### src/rtl/sys_pkg.sv
// Shared definitions for the UART TX byte buffer: FSM state encoding and default byte width.
package sys_pkg;

    localparam int DATA_WIDTH_DEF = 8;

    typedef enum logic [1:0] {
        IDLE    = 2'd0,
        SEND    = 2'd1,
        WAIT_HI = 2'd2,
        WAIT_LO = 2'd3
    } tx_state_e;

endpackage

### src/rtl/uart_tx_fifo_ctrl_sync_fifo.sv
// Single-clock FIFO with wrap-bit pointers; all flags derive from the registered pointers.
module sync_fifo #(
    parameter int DATA_WIDTH = 8,
    parameter int FIFO_DEPTH = 8,
    parameter int ADDR_WIDTH = 3
) (
    input  logic                  clk_i,
    input  logic                  rst_i,
    input  logic                  push_i,
    input  logic                  pop_i,
    input  logic [DATA_WIDTH-1:0] wr_data_i,
    output logic [DATA_WIDTH-1:0] rd_data_o,
    output logic                  full_o,
    output logic                  empty_o,
    output logic [ADDR_WIDTH:0]   count_o
);

    logic [DATA_WIDTH-1:0] mem_q [FIFO_DEPTH];
    logic [ADDR_WIDTH:0]   wptr_q, wptr_d;
    logic [ADDR_WIDTH:0]   rptr_q, rptr_d;
    logic                  do_push, do_pop;

    // Same slot address with opposite wrap bits means the writer is a full lap ahead.
    assign full_o  = (wptr_q[ADDR_WIDTH-1:0] == rptr_q[ADDR_WIDTH-1:0]) &&
                     (wptr_q[ADDR_WIDTH] != rptr_q[ADDR_WIDTH]);
    assign empty_o = (wptr_q == rptr_q);
    assign count_o = wptr_q - rptr_q;

    assign do_push = push_i & ~full_o;
    assign do_pop  = pop_i & ~empty_o;

    always_comb begin
        wptr_d = wptr_q + (ADDR_WIDTH+1)'(do_push);
        rptr_d = rptr_q + (ADDR_WIDTH+1)'(do_pop);
    end

    always_ff @(posedge clk_i) begin
        if (rst_i) begin
            wptr_q <= '0;
            rptr_q <= '0;
        end else begin
            wptr_q <= wptr_d;
            rptr_q <= rptr_d;
        end
    end

    always_ff @(posedge clk_i) begin
        if (do_push) mem_q[wptr_q[ADDR_WIDTH-1:0]] <= wr_data_i;
    end

    assign rd_data_o = mem_q[rptr_q[ADDR_WIDTH-1:0]];

endmodule

### src/rtl/uart_tx_fifo_ctrl.sv
// Buffers bytes for the UART TX path and releases them one per busy handshake as TX_VLD pulses,
// with sticky overflow and handshake-timeout flags.
module uart_tx_fifo_ctrl
    import sys_pkg::*;
#(
    parameter int DATA_WIDTH   = DATA_WIDTH_DEF,
    parameter int FIFO_DEPTH   = 8,
    parameter int ADDR_WIDTH   = 3,
    parameter int BUSY_TIMEOUT = 64
) (
    input  logic                  CLK,
    input  logic                  RST,
    input  logic [DATA_WIDTH-1:0] WR_DATA,
    input  logic                  WR_EN,
    input  logic                  TX_BUSY,
    output logic [DATA_WIDTH-1:0] TX_DATA,
    output logic                  TX_VLD,
    output logic                  FULL,
    output logic                  EMPTY,
    output logic [ADDR_WIDTH:0]   COUNT,
    output logic                  OVF,
    output logic                  TO_ERR
);

    localparam int            TW      = (BUSY_TIMEOUT > 2) ? $clog2(BUSY_TIMEOUT) : 1;
    localparam logic [TW-1:0] TO_LAST = TW'(BUSY_TIMEOUT - 1);

    tx_state_e             state_q, state_d;
    logic [TW-1:0]         tcnt_q, tcnt_d;
    logic [DATA_WIDTH-1:0] tx_data_q, tx_data_d;
    logic [DATA_WIDTH-1:0] fifo_rd_data;
    logic                  ovf_q, ovf_d;
    logic                  to_err_q, to_err_d;
    logic                  push, pop;
    logic                  fifo_full, fifo_empty;
    logic                  cnt_clr, cnt_inc, to_set, to_hit;

    // A write while full is dropped even if a pop frees a slot in the same cycle.
    assign push = WR_EN & ~fifo_full;

    sync_fifo #(
        .DATA_WIDTH (DATA_WIDTH),
        .FIFO_DEPTH (FIFO_DEPTH),
        .ADDR_WIDTH (ADDR_WIDTH)
    ) u_fifo (
        .clk_i     (CLK),
        .rst_i     (RST),
        .push_i    (push),
        .pop_i     (pop),
        .wr_data_i (WR_DATA),
        .rd_data_o (fifo_rd_data),
        .full_o    (fifo_full),
        .empty_o   (fifo_empty),
        .count_o   (COUNT)
    );

    always_ff @(posedge CLK) begin
        if (RST) state_q <= IDLE;
        else     state_q <= state_d;
    end

    assign to_hit = (tcnt_q == TO_LAST);

    always_comb begin
        state_d = state_q;
        case (state_q)
            IDLE:    if (!fifo_empty && !TX_BUSY) state_d = SEND;
            SEND:    state_d = WAIT_HI;
            WAIT_HI: begin
                if (TX_BUSY)     state_d = WAIT_LO;
                else if (to_hit) state_d = IDLE;
            end
            WAIT_LO: if (!TX_BUSY) state_d = IDLE;
            default: state_d = IDLE;
        endcase
    end

    always_comb begin
        pop     = 1'b0;
        TX_VLD  = 1'b0;
        cnt_clr = 1'b0;
        cnt_inc = 1'b0;
        to_set  = 1'b0;
        case (state_q)
            IDLE:    pop = !fifo_empty && !TX_BUSY;
            SEND: begin
                TX_VLD  = 1'b1;
                cnt_clr = 1'b1;
            end
            WAIT_HI: begin
                cnt_inc = !TX_BUSY && !to_hit;
                to_set  = !TX_BUSY && to_hit;
            end
            default: ;
        endcase
    end

    always_comb begin
        tx_data_d = pop ? fifo_rd_data : tx_data_q;
        tcnt_d    = cnt_clr ? '0 : (cnt_inc ? tcnt_q + 1'b1 : tcnt_q);
        ovf_d     = ovf_q | (WR_EN & fifo_full);
        to_err_d  = to_err_q | to_set;
    end

    always_ff @(posedge CLK) begin
        if (RST) begin
            tx_data_q <= '0;
            tcnt_q    <= '0;
            ovf_q     <= 1'b0;
            to_err_q  <= 1'b0;
        end else begin
            tx_data_q <= tx_data_d;
            tcnt_q    <= tcnt_d;
            ovf_q     <= ovf_d;
            to_err_q  <= to_err_d;
        end
    end

    assign TX_DATA = tx_data_q;
    assign FULL    = fifo_full;
    assign EMPTY   = fifo_empty;
    assign OVF     = ovf_q;
    assign TO_ERR  = to_err_q;

endmodule

### config.mk
export PLATFORM = sky130hd
export DESIGN_NAME = uart_tx_fifo_ctrl
export DESIGN_NICKNAME = d
export VERILOG_FILES = /design/src/rtl/sys_pkg.sv /design/src/rtl/uart_tx_fifo_ctrl_sync_fifo.sv /design/src/rtl/uart_tx_fifo_ctrl.sv
export SDC_FILE = /design/constraint.sdc
export NUM_CORES = 1
export LEC_CHECK = 0
export ABC_AREA = 1
export CAP_MARGIN = 30
export CELL_PAD_IN_SITES_DETAIL_PLACEMENT = 0
export CELL_PAD_IN_SITES_GLOBAL_PLACEMENT = 1
export CORE_UTILIZATION = 45
export DETAILED_ROUTE_END_ITERATION = 6
export PLACE_DENSITY = 0.85
export SYNTH_ARGS = -nofsm -noshare
export SYNTH_HDL_FRONTEND = slang
export SYNTH_SLANG_ARGS = --single-unit
### constraint.sdc
create_clock -name CLK -period 2.7 [get_ports CLK]
set_clock_uncertainty 0.1 [all_clocks]
set_input_delay 0.54 -clock CLK [delete_from_list [all_inputs] [get_ports CLK]]
set_output_delay 0.54 -clock CLK [all_outputs]
set_load 0.05 [all_outputs]
==> flow_metrics.env <==
export IMPL_timing_fmax_mhz=386
export IMPL_switching_share_pct=35.0
export IMPL_drv_cap=0
export IMPL_die_h_um=96.1
export IMPL_wire_per_inst_um=14.3
export IMPL_final_max_slew_viol_count=0
export IMPL_synth_xor_area_share_pct=1.10
export IMPL_drt_iter0_drc=136
export IMPL_syn_avg_cell_area_sq_um=9.68
export IMPL_vias_per_cell=5.04
export IMPL_dp_hpwl_um=5330
export IMPL_grt_pass1_vias=2569
export IMPL_min_period_over_period_pct=95.9
export IMPL_synth_top_family_by_area="simple AND/OR/NAND/NOR gates"
export IMPL_synth_area_sq_um=3990
export IMPL_clk_pin_slew_ns=0.09
export IMPL_syn_inst=412
export IMPL_ys_seq_area_share_pct=61.3
export IMPL_syn_nets=433
export IMPL_core_rowCount=33
export IMPL_postCtsSetupRepairBufs=0
export IMPL_cts_sinks=90
export IMPL_gp_congestion=0.801
export IMPL_num_io_pins=29
export IMPL_status="completed"
export IMPL_wl_um=8090
export IMPL_fillCellCount=740
export IMPL_dieArea_sq_um=9240
export IMPL_synth_compound_area_share_pct=3.30
export IMPL_worst_pin_slew_ns=0.573
export IMPL_holdBufCountCts=0
export IMPL_power_per_cell_area_nw_per_um2=822
export IMPL_start_util_pct=47.6
export IMPL_drtPass1Iterations=5
export IMPL_cts_buffer_depth=2
export IMPL_pwr_share_comb_pct=33.0
export IMPL_dp_cells=548
export IMPL_cts_buffers=9
export IMPL_startpoint="u_fifo.rptr_q[2]"
export IMPL_cts_tree="yes"
export IMPL_multi_input_area_sq_um=1250
export IMPL_fin_util_pct=56.5
export IMPL_hp_start="OVF"
export IMPL_grt_first_pass_wirelength_um=12700
export IMPL_instances_no_fill=564
export IMPL_rsz0062_at_grt="no"
export IMPL_vias=2842
export IMPL_fin_setup_tns_ns=0
export IMPL_n_antenna_cell=0
export IMPL_die_x_um=96.1
export IMPL_core_sq_um=8380
export IMPL_track_usage_pct=19.1
export IMPL_cp_end_kind="primary output"
export IMPL_cp_required_ns=2.06
export IMPL_clockRootBuffer="clkbuf_8"
export IMPL_drive_gt1_share_pct=12.4
export IMPL_finalInstanceArea_sq_um=4730
export IMPL_dpl_cell_area_sq_um=4510
export IMPL_drc=0
export IMPL_synth_fa_ha_area_share_pct=3.01
export IMPL_period_needed_ns=2.59
export IMPL_grt_overflow=0
export IMPL_min_path_type="reg -> reg"
export IMPL_dp_slack_ns=0.433
export IMPL_p_int_mw=2.53
export IMPL_htreeDepth=3
export IMPL_synthMuxAreaShare_pct=0
export IMPL_path_max_fanout=3
export IMPL_pwr_share_clk_pct=25.6
export IMPL_ys_types=34
export IMPL_critPathArrivalTime_ns=1.95
export IMPL_antenna_found_initial=0
export IMPL_critPathKind="reg -> out"
export IMPL_ant_nets=0
export IMPL_ff_latch_area_sq_um=2440
export IMPL_syn_to_final_growth_pct=18.7
export IMPL_hold_viol=0
export IMPL_yosysWarnings=0
export IMPL_grt_max_degree=35
export IMPL_insertion_delay_ns=0.36
export IMPL_max_vdd_ir_drop_v=0.000328
export IMPL_power_net_switching_mw=1.36
export IMPL_reg2reg_from="u_fifo.rptr_q[2]"
export IMPL_layout_common_cells="122 x nand2_1, 64 x edfxtp_1, 55 x inv_1"
export IMPL_layout_commonest_cell="nand2_1"
export IMPL_synth_seq_cells=90
export IMPL_p_leak_nw=1.99
export IMPL_setup_slack_ns=0.111
export IMPL_pwr_share_seq_pct=41.4
export IMPL_rrSetupSlack_ns=0.49
export IMPL_setup_viol=0
export IMPL_finalPower_mw=3.89
export IMPL_yosys_area_share_simple_pct=23.5
export IMPL_start_kind="flop"
export IMPL_hold_ws_ns=0.353
export IMPL_nets=475
export IMPL_slew_headroom_pct=61.8
export IMPL_numPortBuffers=28
export IMPL_post_cts_resize_count=0
[state kept, by name, indices dropped and copies added, names as in the netlist]
register,cells
TO_ERR,1
u_fifo.mem_q,64
state_q,2
OVF,1
TX_DATA,8
tcnt_q,6
u_fifo.rptr_q,4
u_fifo.wptr_q,4
[power by group through the flow]
stage	Clock, mW	Sequential, mW	Combinational, mW
final	0.996	1.61	1.28
after global routing	1.07	1.62	1.42
after CTS	1.01	1.61	1.29
after detailed placement	0	1.64	1.29
after global placement	0	1.64	1.28
after floorplan	0	1.73	0.793
[worst paths after layout]
path	to	depth (start not counted)
hold reg to reg	OVF	2
hold / removal	OVF	2
setup reg to reg	u_fifo.mem_q[3][3]	8
setup / recovery	COUNT[3]	6
[synth_stat cells, drive strengths merged]
library cell | number | area share (%)
clkbuf | 2 | 0.19
clkinv | 1 | 0.094
ha | 8 | 2.5
nand4 | 1 | 0.16
o31ai | 1 | 0.19
edfxtp | 64 | 48
nand2 | 127 | 12
nand3b | 1 | 0.19
nor3 | 3 | 0.50
o21ai | 6 | 0.75
dfxtp | 26 | 13
nor2 | 26 | 3.5
xnor2 | 4 | 0.88
inv | 61 | 5.7
and3 | 1 | 0.16
buf | 11 | 1.8
a21oi | 18 | 2.4
fa | 1 | 0.50
nand3 | 49 | 6.6
xor2 | 1 | 0.22
[area by class of cell]
type / instances / share of cell area [%]
sequential: 90 / 51.6
multi-input combinational: 247 / 26.3
timing repair buffer: 44 / 9.73
inverter: 62 / 4.92
tap: 105 / 2.78
clock buffer: 10 / 2.70
clock inverter: 6 / 1.93
[critical path: stages, from the launching register on]
cell and delay [ns]:
dfxtp_1 0.34, clkinv_1 0.09, ha_1 0.34, nand2_1 0.13
o21ai_0 0.32, xor2_2 0.21, buf_12 0.16
[cell families after synthesis]
family | after synthesis
AOI/OAI and AO/OA | 25
xor gates and xnor gates | 5
adders and majority gates | 9
buffers and inverters | 75
DFF | 90
and+or+nand+nor | 208
[per-layer routing]
metal  vias to the layer above  share of wire, %  track usage [%]  wire (um)
met5                         -                 0                0          0
met4                         0               1.8             7.71        146
met3                        14               3.6             3.08        293
met2                        70                49             31.6       3930
met1                      1345                46             24.9       3720
li1                       1413                 -                -          -
Note: power is estimated with default switching activity, not from simulation.
